### config.mk
export PLATFORM = sky130hd
export DESIGN_NAME = mem_axil_master
export DESIGN_NICKNAME = d
export VERILOG_FILES = /design/src/rtl/mem_axil_master.sv
export SDC_FILE = /design/constraint.sdc
export NUM_CORES = 1
export LEC_CHECK = 0
export ABC_CLOCK_PERIOD_IN_PS = 3000
export CAP_MARGIN = 0
export CORE_ASPECT_RATIO = 0.75
export CORE_UTILIZATION = 41
export CTS_CLUSTER_DIAMETER = 40
export DETAILED_ROUTE_END_ITERATION = 8
export GPL_ROUTABILITY_DRIVEN = 0
export GPL_TIMING_DRIVEN = 1
export HOLD_SLACK_MARGIN = 0.06
export PLACE_DENSITY = 0.8
export SYNTH_ARGS = -nofsm -noshare
export SYNTH_HDL_FRONTEND = slang
export SYNTH_SLANG_ARGS = --single-unit
### constraint.sdc
create_clock -name clk -period 3 [get_ports clk]
set_input_delay 0.75 -clock clk [delete_from_list [all_inputs] [get_ports clk]]
set_output_delay 0.75 -clock clk [all_outputs]
set_load 0.03 [all_outputs]
### src/rtl/mem_axil_master.sv
// Single-outstanding load/store bridge from a simple core request port to an AXI4-Lite master.
// Sub-word accesses are aligned onto the 32-bit bus; load data is extracted and extended on return.
module mem_axil_master #(
  parameter int ADDR_WIDTH = 32,
  parameter int DATA_WIDTH = 32,
  parameter int STRB_WIDTH = DATA_WIDTH / 8
) (
  input  logic                  clk,
  input  logic                  rst,
  input  logic                  req_valid,
  output logic                  req_ready,
  input  logic                  req_write,
  input  logic [ADDR_WIDTH-1:0] req_addr,
  input  logic [1:0]            req_size,
  input  logic                  req_unsigned,
  input  logic [31:0]           req_wdata,
  output logic                  rsp_valid,
  input  logic                  rsp_ready,
  output logic [31:0]           rsp_rdata,
  output logic                  rsp_error,
  output logic [ADDR_WIDTH-1:0] m_axil_awaddr,
  output logic [2:0]            m_axil_awprot,
  output logic                  m_axil_awvalid,
  input  logic                  m_axil_awready,
  output logic [DATA_WIDTH-1:0] m_axil_wdata,
  output logic [STRB_WIDTH-1:0] m_axil_wstrb,
  output logic                  m_axil_wvalid,
  input  logic                  m_axil_wready,
  input  logic [1:0]            m_axil_bresp,
  input  logic                  m_axil_bvalid,
  output logic                  m_axil_bready,
  output logic [ADDR_WIDTH-1:0] m_axil_araddr,
  output logic [2:0]            m_axil_arprot,
  output logic                  m_axil_arvalid,
  input  logic                  m_axil_arready,
  input  logic [DATA_WIDTH-1:0] m_axil_rdata,
  input  logic [1:0]            m_axil_rresp,
  input  logic                  m_axil_rvalid,
  output logic                  m_axil_rready
);

  typedef enum logic [2:0] {
    S_IDLE  = 3'd0,
    S_WRITE = 3'd1,
    S_WRESP = 3'd2,
    S_READ  = 3'd3,
    S_RDATA = 3'd4,
    S_RESP  = 3'd5
  } state_t;

  function automatic logic f_bad(input logic [1:0] size, input logic [1:0] lo);
    case (size)
      2'd0:    f_bad = 1'b0;
      2'd1:    f_bad = lo[0];
      2'd2:    f_bad = (lo != 2'b00);
      default: f_bad = 1'b1;
    endcase
  endfunction

  function automatic logic [3:0] f_strb(input logic [1:0] size, input logic [1:0] lo);
    case (size)
      2'd0:    f_strb = 4'b0001 << lo;
      2'd1:    f_strb = 4'b0011 << lo;
      default: f_strb = 4'b1111;
    endcase
  endfunction

  // Shift the addressed lane down, then truncate and extend according to size and signedness.
  function automatic logic [31:0] f_extend(input logic [31:0] data, input logic [1:0] lo,
                                           input logic [1:0] size, input logic uns);
    logic [31:0] lane;
    lane = data >> {lo, 3'b000};
    case (size)
      2'd0:    f_extend = uns ? {24'h000000, lane[7:0]} : {{24{lane[7]}}, lane[7:0]};
      2'd1:    f_extend = uns ? {16'h0000, lane[15:0]} : {{16{lane[15]}}, lane[15:0]};
      default: f_extend = lane;
    endcase
  endfunction

  state_t                r_state;
  state_t                w_state_next;
  logic                  r_awvalid;
  logic                  r_wvalid;
  logic                  r_arvalid;
  logic                  w_awvalid_next;
  logic                  w_wvalid_next;
  logic                  w_arvalid_next;
  logic [1:0]            r_addr_lo;
  logic [1:0]            r_size;
  logic                  r_unsigned;
  logic [ADDR_WIDTH-1:0] r_axaddr;
  logic [31:0]           r_wdata;
  logic [3:0]            r_wstrb;
  logic [31:0]           r_rsp_rdata;
  logic                  r_rsp_error;
  logic                  w_bad;
  logic                  w_accept;

  assign w_bad    = f_bad(req_size, req_addr[1:0]);
  assign w_accept = (r_state == S_IDLE) && req_valid;

  // State and AXI valid registers
  always_ff @(posedge clk) begin
    if (rst) begin
      r_state   <= S_IDLE;
      r_awvalid <= 1'b0;
      r_wvalid  <= 1'b0;
      r_arvalid <= 1'b0;
    end else begin
      r_state   <= w_state_next;
      r_awvalid <= w_awvalid_next;
      r_wvalid  <= w_wvalid_next;
      r_arvalid <= w_arvalid_next;
    end
  end

  // Next-state logic; AW and W retire independently while in WRITE
  always_comb begin
    w_state_next   = r_state;
    w_awvalid_next = r_awvalid;
    w_wvalid_next  = r_wvalid;
    w_arvalid_next = r_arvalid;
    case (r_state)
      S_IDLE: begin
        if (!req_valid) begin
          w_state_next = S_IDLE;
        end else if (w_bad) begin
          w_state_next = S_RESP;
        end else if (req_write) begin
          w_state_next   = S_WRITE;
          w_awvalid_next = 1'b1;
          w_wvalid_next  = 1'b1;
        end else begin
          w_state_next   = S_READ;
          w_arvalid_next = 1'b1;
        end
      end
      S_WRITE: begin
        w_awvalid_next = r_awvalid & ~m_axil_awready;
        w_wvalid_next  = r_wvalid & ~m_axil_wready;
        if (!w_awvalid_next && !w_wvalid_next) begin
          w_state_next = S_WRESP;
        end else begin
          w_state_next = S_WRITE;
        end
      end
      S_WRESP: begin
        if (m_axil_bvalid) begin
          w_state_next = S_RESP;
        end else begin
          w_state_next = S_WRESP;
        end
      end
      S_READ: begin
        if (m_axil_arready) begin
          w_state_next   = S_RDATA;
          w_arvalid_next = 1'b0;
        end else begin
          w_state_next = S_READ;
        end
      end
      S_RDATA: begin
        if (m_axil_rvalid) begin
          w_state_next = S_RESP;
        end else begin
          w_state_next = S_RDATA;
        end
      end
      S_RESP: begin
        if (rsp_ready) begin
          w_state_next = S_IDLE;
        end else begin
          w_state_next = S_RESP;
        end
      end
      default: begin
        w_state_next   = S_IDLE;
        w_awvalid_next = 1'b0;
        w_wvalid_next  = 1'b0;
        w_arvalid_next = 1'b0;
      end
    endcase
  end

  // Request capture at acceptance and response capture on B/R handshakes
  always_ff @(posedge clk) begin
    if (rst) begin
      r_addr_lo   <= 2'b00;
      r_size      <= 2'b00;
      r_unsigned  <= 1'b0;
      r_axaddr    <= '0;
      r_wdata     <= 32'h0000_0000;
      r_wstrb     <= 4'b0000;
      r_rsp_rdata <= 32'h0000_0000;
      r_rsp_error <= 1'b0;
    end else if (w_accept) begin
      r_addr_lo   <= req_addr[1:0];
      r_size      <= req_size;
      r_unsigned  <= req_unsigned;
      r_axaddr    <= {req_addr[ADDR_WIDTH-1:2], 2'b00};
      r_wdata     <= req_wdata << {req_addr[1:0], 3'b000};
      r_wstrb     <= f_strb(req_size, req_addr[1:0]);
      r_rsp_rdata <= 32'h0000_0000;
      r_rsp_error <= w_bad;
    end else if ((r_state == S_WRESP) && m_axil_bvalid) begin
      r_rsp_rdata <= 32'h0000_0000;
      r_rsp_error <= (m_axil_bresp != 2'b00);
    end else if ((r_state == S_RDATA) && m_axil_rvalid) begin
      r_rsp_rdata <= (m_axil_rresp != 2'b00) ? 32'h0000_0000
                                             : f_extend(m_axil_rdata, r_addr_lo, r_size, r_unsigned);
      r_rsp_error <= (m_axil_rresp != 2'b00);
    end
  end

  // Reset masks the handshake outputs combinationally so they are low for the whole reset window
  assign req_ready      = (r_state == S_IDLE) && !rst;
  assign rsp_valid      = (r_state == S_RESP) && !rst;
  assign rsp_rdata      = rst ? 32'h0000_0000 : r_rsp_rdata;
  assign rsp_error      = r_rsp_error && !rst;
  assign m_axil_awaddr  = r_axaddr;
  assign m_axil_awprot  = 3'b000;
  assign m_axil_awvalid = r_awvalid && !rst;
  assign m_axil_wdata   = r_wdata;
  assign m_axil_wstrb   = r_wstrb;
  assign m_axil_wvalid  = r_wvalid && !rst;
  assign m_axil_bready  = (r_state == S_WRESP) && !rst;
  assign m_axil_araddr  = r_axaddr;
  assign m_axil_arprot  = 3'b000;
  assign m_axil_arvalid = r_arvalid && !rst;
  assign m_axil_rready  = (r_state == S_RDATA) && !rst;

endmodule

# --- Word-level counts from Yosys, hierarchy flattened ---
# Index checks and enable logic that the tools add are counted.
op_classes:
  n_eq_ne: 13
  n_shift: 4
  mux: 29
  bitwise: 6
  n_reduce_logical: 27
op_table:
  columns: ["operator", "n"]
  rows:
  - ["two-way mux 32 bit", 4]
  - ["one-hot mux 32 bit (2 select lines)", 1]
  - ["<< shifter 32 x 5 -> 32 bit", 1]
  - [">> shifter 32 x 5 -> 32 bit", 1]
  - ["one-hot mux 3 bit (6 select lines)", 1]
  - ["two-way mux 3 bit", 5]
  - ["logical AND 1 bit", 12]
  - ["one-hot mux 1 bit (3 select lines)", 4]
  - ["two-way mux 1 bit", 11]
  - ["!= test 2 bit (second input constant)", 5]
  - ["one-hot mux 4 bit (2 select lines)", 1]
  - ["OR reduction 4 bit", 2]
  - ["equality test 3 x 2 -> 1 bit (second input constant)", 2]
  - ["equality test 3 bit (second input constant)", 2]
  - ["nonzero test 2 bit", 3]
  - ["AND reduction 5 bit", 1]
  - ["equality test 2 x 1 -> 1 bit (second input constant)", 2]
  - ["logical NOT 2 bit", 2]
  - ["two-way mux 2 bit", 2]
  - ["NOT 1 bit", 4]
  - ["AND reduction 4 bit", 1]
  - ["<< shifter 1 x 2 -> 4 bit (first input constant)", 1]
  - ["<< shifter 2 x 2 -> 4 bit (first input constant)", 1]
  - ["equality test 3 x 1 -> 1 bit (second input constant)", 1]
  - ["6 further kinds", 9]
word_totals:
  output_inout_bits: 146
  regBits: 110
  input_bits: 113
  wordCells: 91

# --- Depth between registers and ports, before layout ---
# Gate-level depths: netlist (run 1).
logic_depth:
  ltp_word: 6
  mapped_depth: 8
  depth_no_buf: 4

# --- Worst setup path before layout (run 1) ---
# No wires, ideal clock.
synth_path:
  path_type: "in2out"
  startpoint: "in rst"
  endpoint: "out req_ready"
  cell_stages: 3
  setup_slack_ns: 0.208
  arrival_ns: 2.042
  path_buffers: 2
  required_time_ns: 2.250
  cell_sequence: "clkbuf_1 buf_1 nor4_1"
synth_via:
  elab_chain_cells: 2
synth_rtl:
  columns: ["element", "line", "text"]
  rows:
  - ["start: declaration", "9", "input logic rst,"]
  - ["logical NOT 1 bit", "216", "assign req_ready = (r_state == S_IDLE) && !rst;"]
  - ["logical AND 1 bit", "216", null]
  - ["end: declaration", "11", "output logic req_ready,"]
# No other way between the ends.

# --- Worst setup path in the final report (run 1) ---
layout_path:
  startpoint: "in rst"
  endpoint: "out m_axil_bready"
layout_via:
  elab_chain_cells: 2
layout_rtl:
  columns: ["element", "line", "text"]
  rows:
  - ["logical NOT 1 bit", "226", "assign m_axil_bready = (r_state == S_WRESP) && !rst;"]
  - ["logical AND 1 bit", "226", null]
  - ["end: declaration", "31", "output logic m_axil_bready,"]
# No other way between the ends.

==> impl_metrics.toml, run 1 <==
[synthesis]
synth_compound_area_frac = 0.189
syn_avg_cell_area_um2 = 8.11
synth-seq-area-share = 0.396
async_flop_share = 0
yosys.area_share.simple = 0.232
synth.most_common_cell = "nand2_1"
synthFlopType = "dfxtp_1"
synth_area_um2 = 5560
ys_warn_count = 0
synth.distinct_cells = 47
yosysTopAreaCell = "dfxtp_1"
synth-seq-cells = 110
synth_edf_count = 0
synth_top_area_frac = 0.396
synth.cells.most_frequent = "nand2_1 (115), dfxtp_1 (110), a21oi_1 (72), nor2b_1 (43), buf_4 (40)"
synth-adder-area-share = 0
synth_mux_area_frac = 0.0817
synthTopCellsByArea = "dfxtp_1 (40%), nand2_1 (7.8%), a21oi_1 (6.5%)"
synthCells = 685
synth_xor_area_frac = 0
synth_top_family_by_area = "simple AND/OR/NAND/NOR gates"

[power_and_ir_drop]
p_leak_nw = 3.02
vdd_drop_max_mv = 0.358
cellPowerDensity_nw_per_um2 = 592
finalPower_w = 0.00487

[routing]
drtPass1Iterations = 4
drc_errors = 0
top_layer = "met4"
dr_wl_met2_um = 8100
vias = 5453
met1Wirelength_um = 7380
drt_iter0_markers = 366
wirelength_um = 17000
wl_met3_um = 1400
postRouteAntennaNets = 0
vias_per_cell = 5.18
wl_per_cell_um = 16.2

[clock_tree]
clkTransAtPathRegs_ps = 70
cts_max_level = 3
clockBufferDepth = 2
cts-root-buf = "clkbuf_16"
hold_buffers = 0
cts_made_buffers = 9
cts_resized = 0
post-cts-setup-buffer-count = 0
clk_latency_ps = 340
cts_tree = "built"
clkSinkCount = 110

[worst_setup_path]
critPathArrivalTime_ps = 2020
crit_family = "buffers and inverters"
path_cells = "buf_4 > buf_4 > nor3_1 > buf_12"
cp-end-kind = "output port"
slowest_stage = "nor3_1"
required_ps = 2250
worstSetupPathType = "in -> out"
critPathBufInv = 3
critPathLaunchType = "input port"
cpPeakStageDelay_ps = 510
worst-path-max-fanout = 49
worst_path_most_repeated_cell = "buf_4"

[die]
io_pins = 259
initial_utilization = 0.424
fp.dieW_um = 136
die_area_um2 = 14000
num_rows = 36
die_y_um = 103
core_area_um2 = 13100

[global_routing]
grt_usage = 0.237
grt_pass1_vias = 4872
grt_pass1_wl_um = 25600
antenna_found_initial = 0
grt_max_degree = 56
globalRouteOverflowTotal = 0

[timing]
worstMarginPinSlew_ps = 963
slew_headroom = 0.357
timing.fmax_mhz = 361
rsz0062_at_grt = "no"
clock_skew_ps = 5.39
setup_viol = 0
report.final.slew_viol_count = 0
final_hold_viol_count = 0
fin_crit_sh = 0.924
min_period_ps = 2770
setup_tns_ps = 0

[final_layout]
fillers = 1127
antenna_cells = 0
syn2layout_area_growth_pct = 48.0
fin_nets = 990
fin_cells = 1053
layout-drive-gt1-share = 0.0748

[placed_design]
dp_hpwl_um = 12500
dp.cells = 1037
port_buffers = 248

[outcome]
status = "complete, no violations"

[min_path]
holdCritPathClass = "reg -> reg"

[flow_run]
maxCapViolCount = 0
tightest hold or removal path: stages, from the launching register on:
cell and delay, ps:
dfxtp_1 310, nand2_1 50, a21oi_1 50
metal layers:
metal / vias to the layer above / track usage
met5: - / 0
met4: 0 / 0.0496
met3: 10 / 0.0570
met2: 206 / 0.397
met1: 2519 / 0.310
li1: 2718 / -
worst paths after layout:
check	depth (start not counted)	end	from	slack, ps
max	4	m_axil_bready	rst	230
min	2	m_axil_wdata[0]	m_axil_wdata[0]	450
max reg2reg	4	r_rsp_rdata[20]	r_state[0]	1070
min reg2reg	2	m_axil_wdata[0]	m_axil_wdata[0]	450
metrics by stage:
stage | util | area (um2) | setup WS (ps) | hold WS, ps
floorplan | - | 5590 | 208 | 425
global placement | 0.606 | 7950 | 173 | 440
detailed placement | 0.606 | 7950 | 226 | 446
CTS | 0.627 | 8220 | 225 | 456
global route | 0.627 | 8220 | 154 | 475
finish | 0.627 | 8220 | 228 | 453
final cells by class:
class	instances	area [um2]	share of cell area
multi-input combinational	483	2840	0.346
timing repair buffer	268	2670	0.325
sequential	110	2200	0.268
clock buffer	10	229	0.0278
tap	171	214	0.0260
clock inverter	6	45.0	0.00548
inverter	5	18.8	0.00228
cells in the final DEF, fill, tap and decap left out, types with 16 or more instances in the layout:
cell type        count
nor2b_1             43
buf_4               20
dfxtp_1            110
nand2_1            115
a21oi_1             72
mux2i_1             33
nor2_1              38
o21ai_0             16
nand3_1             20
clkdlybuf4s50_1    244
nor3_1              27
cells by family after synthesis:
family                 count (synthesis)
AO/OA/AOI/OAI                        160
flip-flops                           110
buffers and inverters                101
multiplexers                          43
AND/OR/NAND/NOR                      270
other                                  1
power by group:
part	leakage, nW	switching (W)	internal, W
Clock	0.137	0.000548	0.000571
Combinational	1.98	0.00117	0.000825
Sequential	0.897	0.000127	0.00163
Total	3.02	0.00184	0.00303
sequential cells by signal, summed over array words and instances (netlist names), 2 cells and up:
signal / cells
m_axil_wstrb: 4
m_axil_wdata: 32
m_axil_araddr: 30
r_addr_lo: 2
r_size: 2
r_rsp_rdata: 32
r_state: 3
No activity file was read; power rests on OpenSTA's default activity.
==> run 2: changes to the inputs <==
Settings changed: ABC_AREA from default to 1, PLACE_DENSITY 0.8 to 0.78.
==> run 2 against run 1 <==
Effect of this change:
- count of clock-buffer cells in the layout fell by 1
- non-clock buffer count shrank 4
- clock power is 4% higher
- synthesized cell count up 37%
- register-to-register slack better by 30 ps
- critical path type is now reg -> out
- largest power group unchanged
==> impl_metrics.toml, run 2 <==
[clock_tree]
cts-root-buf = "clkbuf_16"
cts_tree = "built"
hold_buffers = 0
clockBufferDepth = 2
clkSinkCount = 110
cts_resized = 0
cts_made_buffers = 9
clk_latency_ps = 350
post-cts-setup-buffer-count = 0
cts_max_level = 3
clkTransAtPathRegs_ps = 70

[min_path]
hold_depth = 2
min_to = "r_rsp_rdata[9]"
holdCritPathClass = "reg -> reg"
min_from = "r_rsp_rdata[9]"

[synthesis]
syn_avg_cell_area_um2 = 6.48
synth_area_um2 = 6090
synth.distinct_cells = 31
yosysTopAreaCell = "dfxtp_1"
synthTopCellsByArea = "dfxtp_1 (36%), nand2_1 (19%), a21oi_1 (8.0%)"
ys_warn_count = 0
synth.cells.most_frequent = "nand2_1 (311), dfxtp_1 (110), a21oi_1 (97), inv_1 (80), nor2_1 (71)"
synth_top_area_frac = 0.362
synthCells = 939
synthFlopType = "dfxtp_1"
async_flop_share = 0
synth-seq-area-share = 0.362
synth_edf_count = 0
synth.most_common_cell = "nand2_1"
synth-seq-cells = 110

[final_layout]
layout-drive-gt1-share = 0.0550
layout_common_cells = "nand2_1 (311), clkdlybuf4s50_1 (247), dfxtp_1 (110), a21oi_1 (97), inv_1 (80)"
final_common_cell = "nand2_1"
utilization = 0.597
antenna_cells = 0
syn2layout_area_growth_pct = 42.3
fin_nets = 1236

[routing]
wirelength_um = 18500
drtPass1Iterations = 5
drt_iter0_markers = 576
postRouteAntennaNets = 0
drc_errors = 0
vias_per_cell = 4.82
wl_per_cell_um = 13.9
vias = 6395

[timing]
rsz0062_at_grt = "no"
min_period_ps = 2680
worstMarginPinSlew_ps = 602
slew_headroom = 0.598
fin_crit_sh = 0.892
layout_setup_ws_ps = 324
report.final.slew_viol_count = 0
setup_viol = 0
final_hold_viol_count = 0
timing.fmax_mhz = 374
setup_tns_ps = 0
clock_skew_ps = 7.93

[placed_design]
port_buffers = 248
dp_hpwl_um = 13400
dp_slack_ps = 381

[power_and_ir_drop]
p_leak_nw = 3.52
finalPower_w = 0.00539
cellPowerDensity_nw_per_um2 = 622
vdd_drop_max_mv = 0.429

[die]
die_y_um = 108
fp.dieW_um = 143
initial_utilization = 0.420
core_area_um2 = 14500
num_rows = 38
io_pins = 259
die_area_um2 = 15300

[worst_setup_path]
crit_family = "buffers and inverters"
critPathArrivalTime_ps = 1930
path_cells = "nand3_1 > nor2_1 > clkdlybuf4s50_1"
timing.rr.end = "r_rsp_rdata[28]"
slowest_stage = "clkdlybuf4s50_1"
worstSetupPathType = "reg -> out"
r2r_slack_ps = 1100
critPathLaunchType = "flip-flop"
reg2reg_from = "r_addr_lo[0]"
r2r_cells = 8
worst-path-max-fanout = 10
required_ps = 2250
critPathBufInv = 1
cp-end-kind = "output port"
cpPeakStageDelay_ps = 670

[global_routing]
grt_usage = 0.240
grt_pass1_vias = 5681
grt_max_degree = 61
grt_pass1_wl_um = 28700
globalRouteOverflowTotal = 0
antenna_found_initial = 0

[flow_run]
maxCapViolCount = 0

[outcome]
status = "complete, no violations"
## run 2: kinds of logic after synthesis
logic type,count (synthesis),share of synthesized area
buffers and inverters,190,0.158
DFF,110,0.362
and+or+nand+nor,466,0.323
AOI/OAI and AO/OA,172,0.156
other,1,0.000616
## run 2: worst reg2reg max path: cells and delay by family (launching register included)
family / cells / cell delay [ps]
AO/OA/AOI/OAI: 1 / 140
buffers and inverters: 2 / 610
AND/OR/NAND/NOR: 5 / 800
flip-flops: 1 / 300
## run 2: through the flow
stage	cells	hold WS (ps)	cell area, um2
after global placement	1312	453	8370
after detailed placement	1312	456	8370
after global routing	1328	487	8660
final	1328	465	8660
after floorplan	948	440	6120
after CTS	1328	468	8660
## run 2: layout make-up
class	instances	area [um2]
fillers	1376	5840
clock buffers	9	225
inverters	90	340
clock inverters	7	62.6
flip-flops and latches	110	2200
repair buffers	264	2630
well taps	200	250
multi-input cells	648	2960
## run 2: worst max path at each step
stage               slack (ps)        from              to  depth (start not counted)
floorplan                  680         rst  m_axil_awvalid                          3
global placement           400         rst  m_axil_arvalid                          3
detailed placement         380         rst       req_ready                          3
CTS                        310  r_state[2]       rsp_valid                          3
global route               190  r_state[2]       rsp_valid                          3
finish                     320  r_state[2]       rsp_valid                          3
## run 2: where the power goes
group          switching [W]  total, W  internal, W  leakage [nW]
Clock               0.000582   0.00117     0.000584         0.144
Sequential          0.000172   0.00183      0.00166         0.898
Combinational        0.00149   0.00239     0.000898          2.48
Total                0.00224   0.00539      0.00314          3.52
## run 2: layer usage
| metal | wire length, um | vias up | GRT usage |
|---|---|---|---|
| met5 | 0 | - | 0 |
| met4 | 196 | 0 | 0.0469 |
| met3 | 1570 | 15 | 0.0543 |
| met2 | 7940 | 272 | 0.372 |
| met1 | 8810 | 2810 | 0.340 |
| li1 | - | 3298 | - |
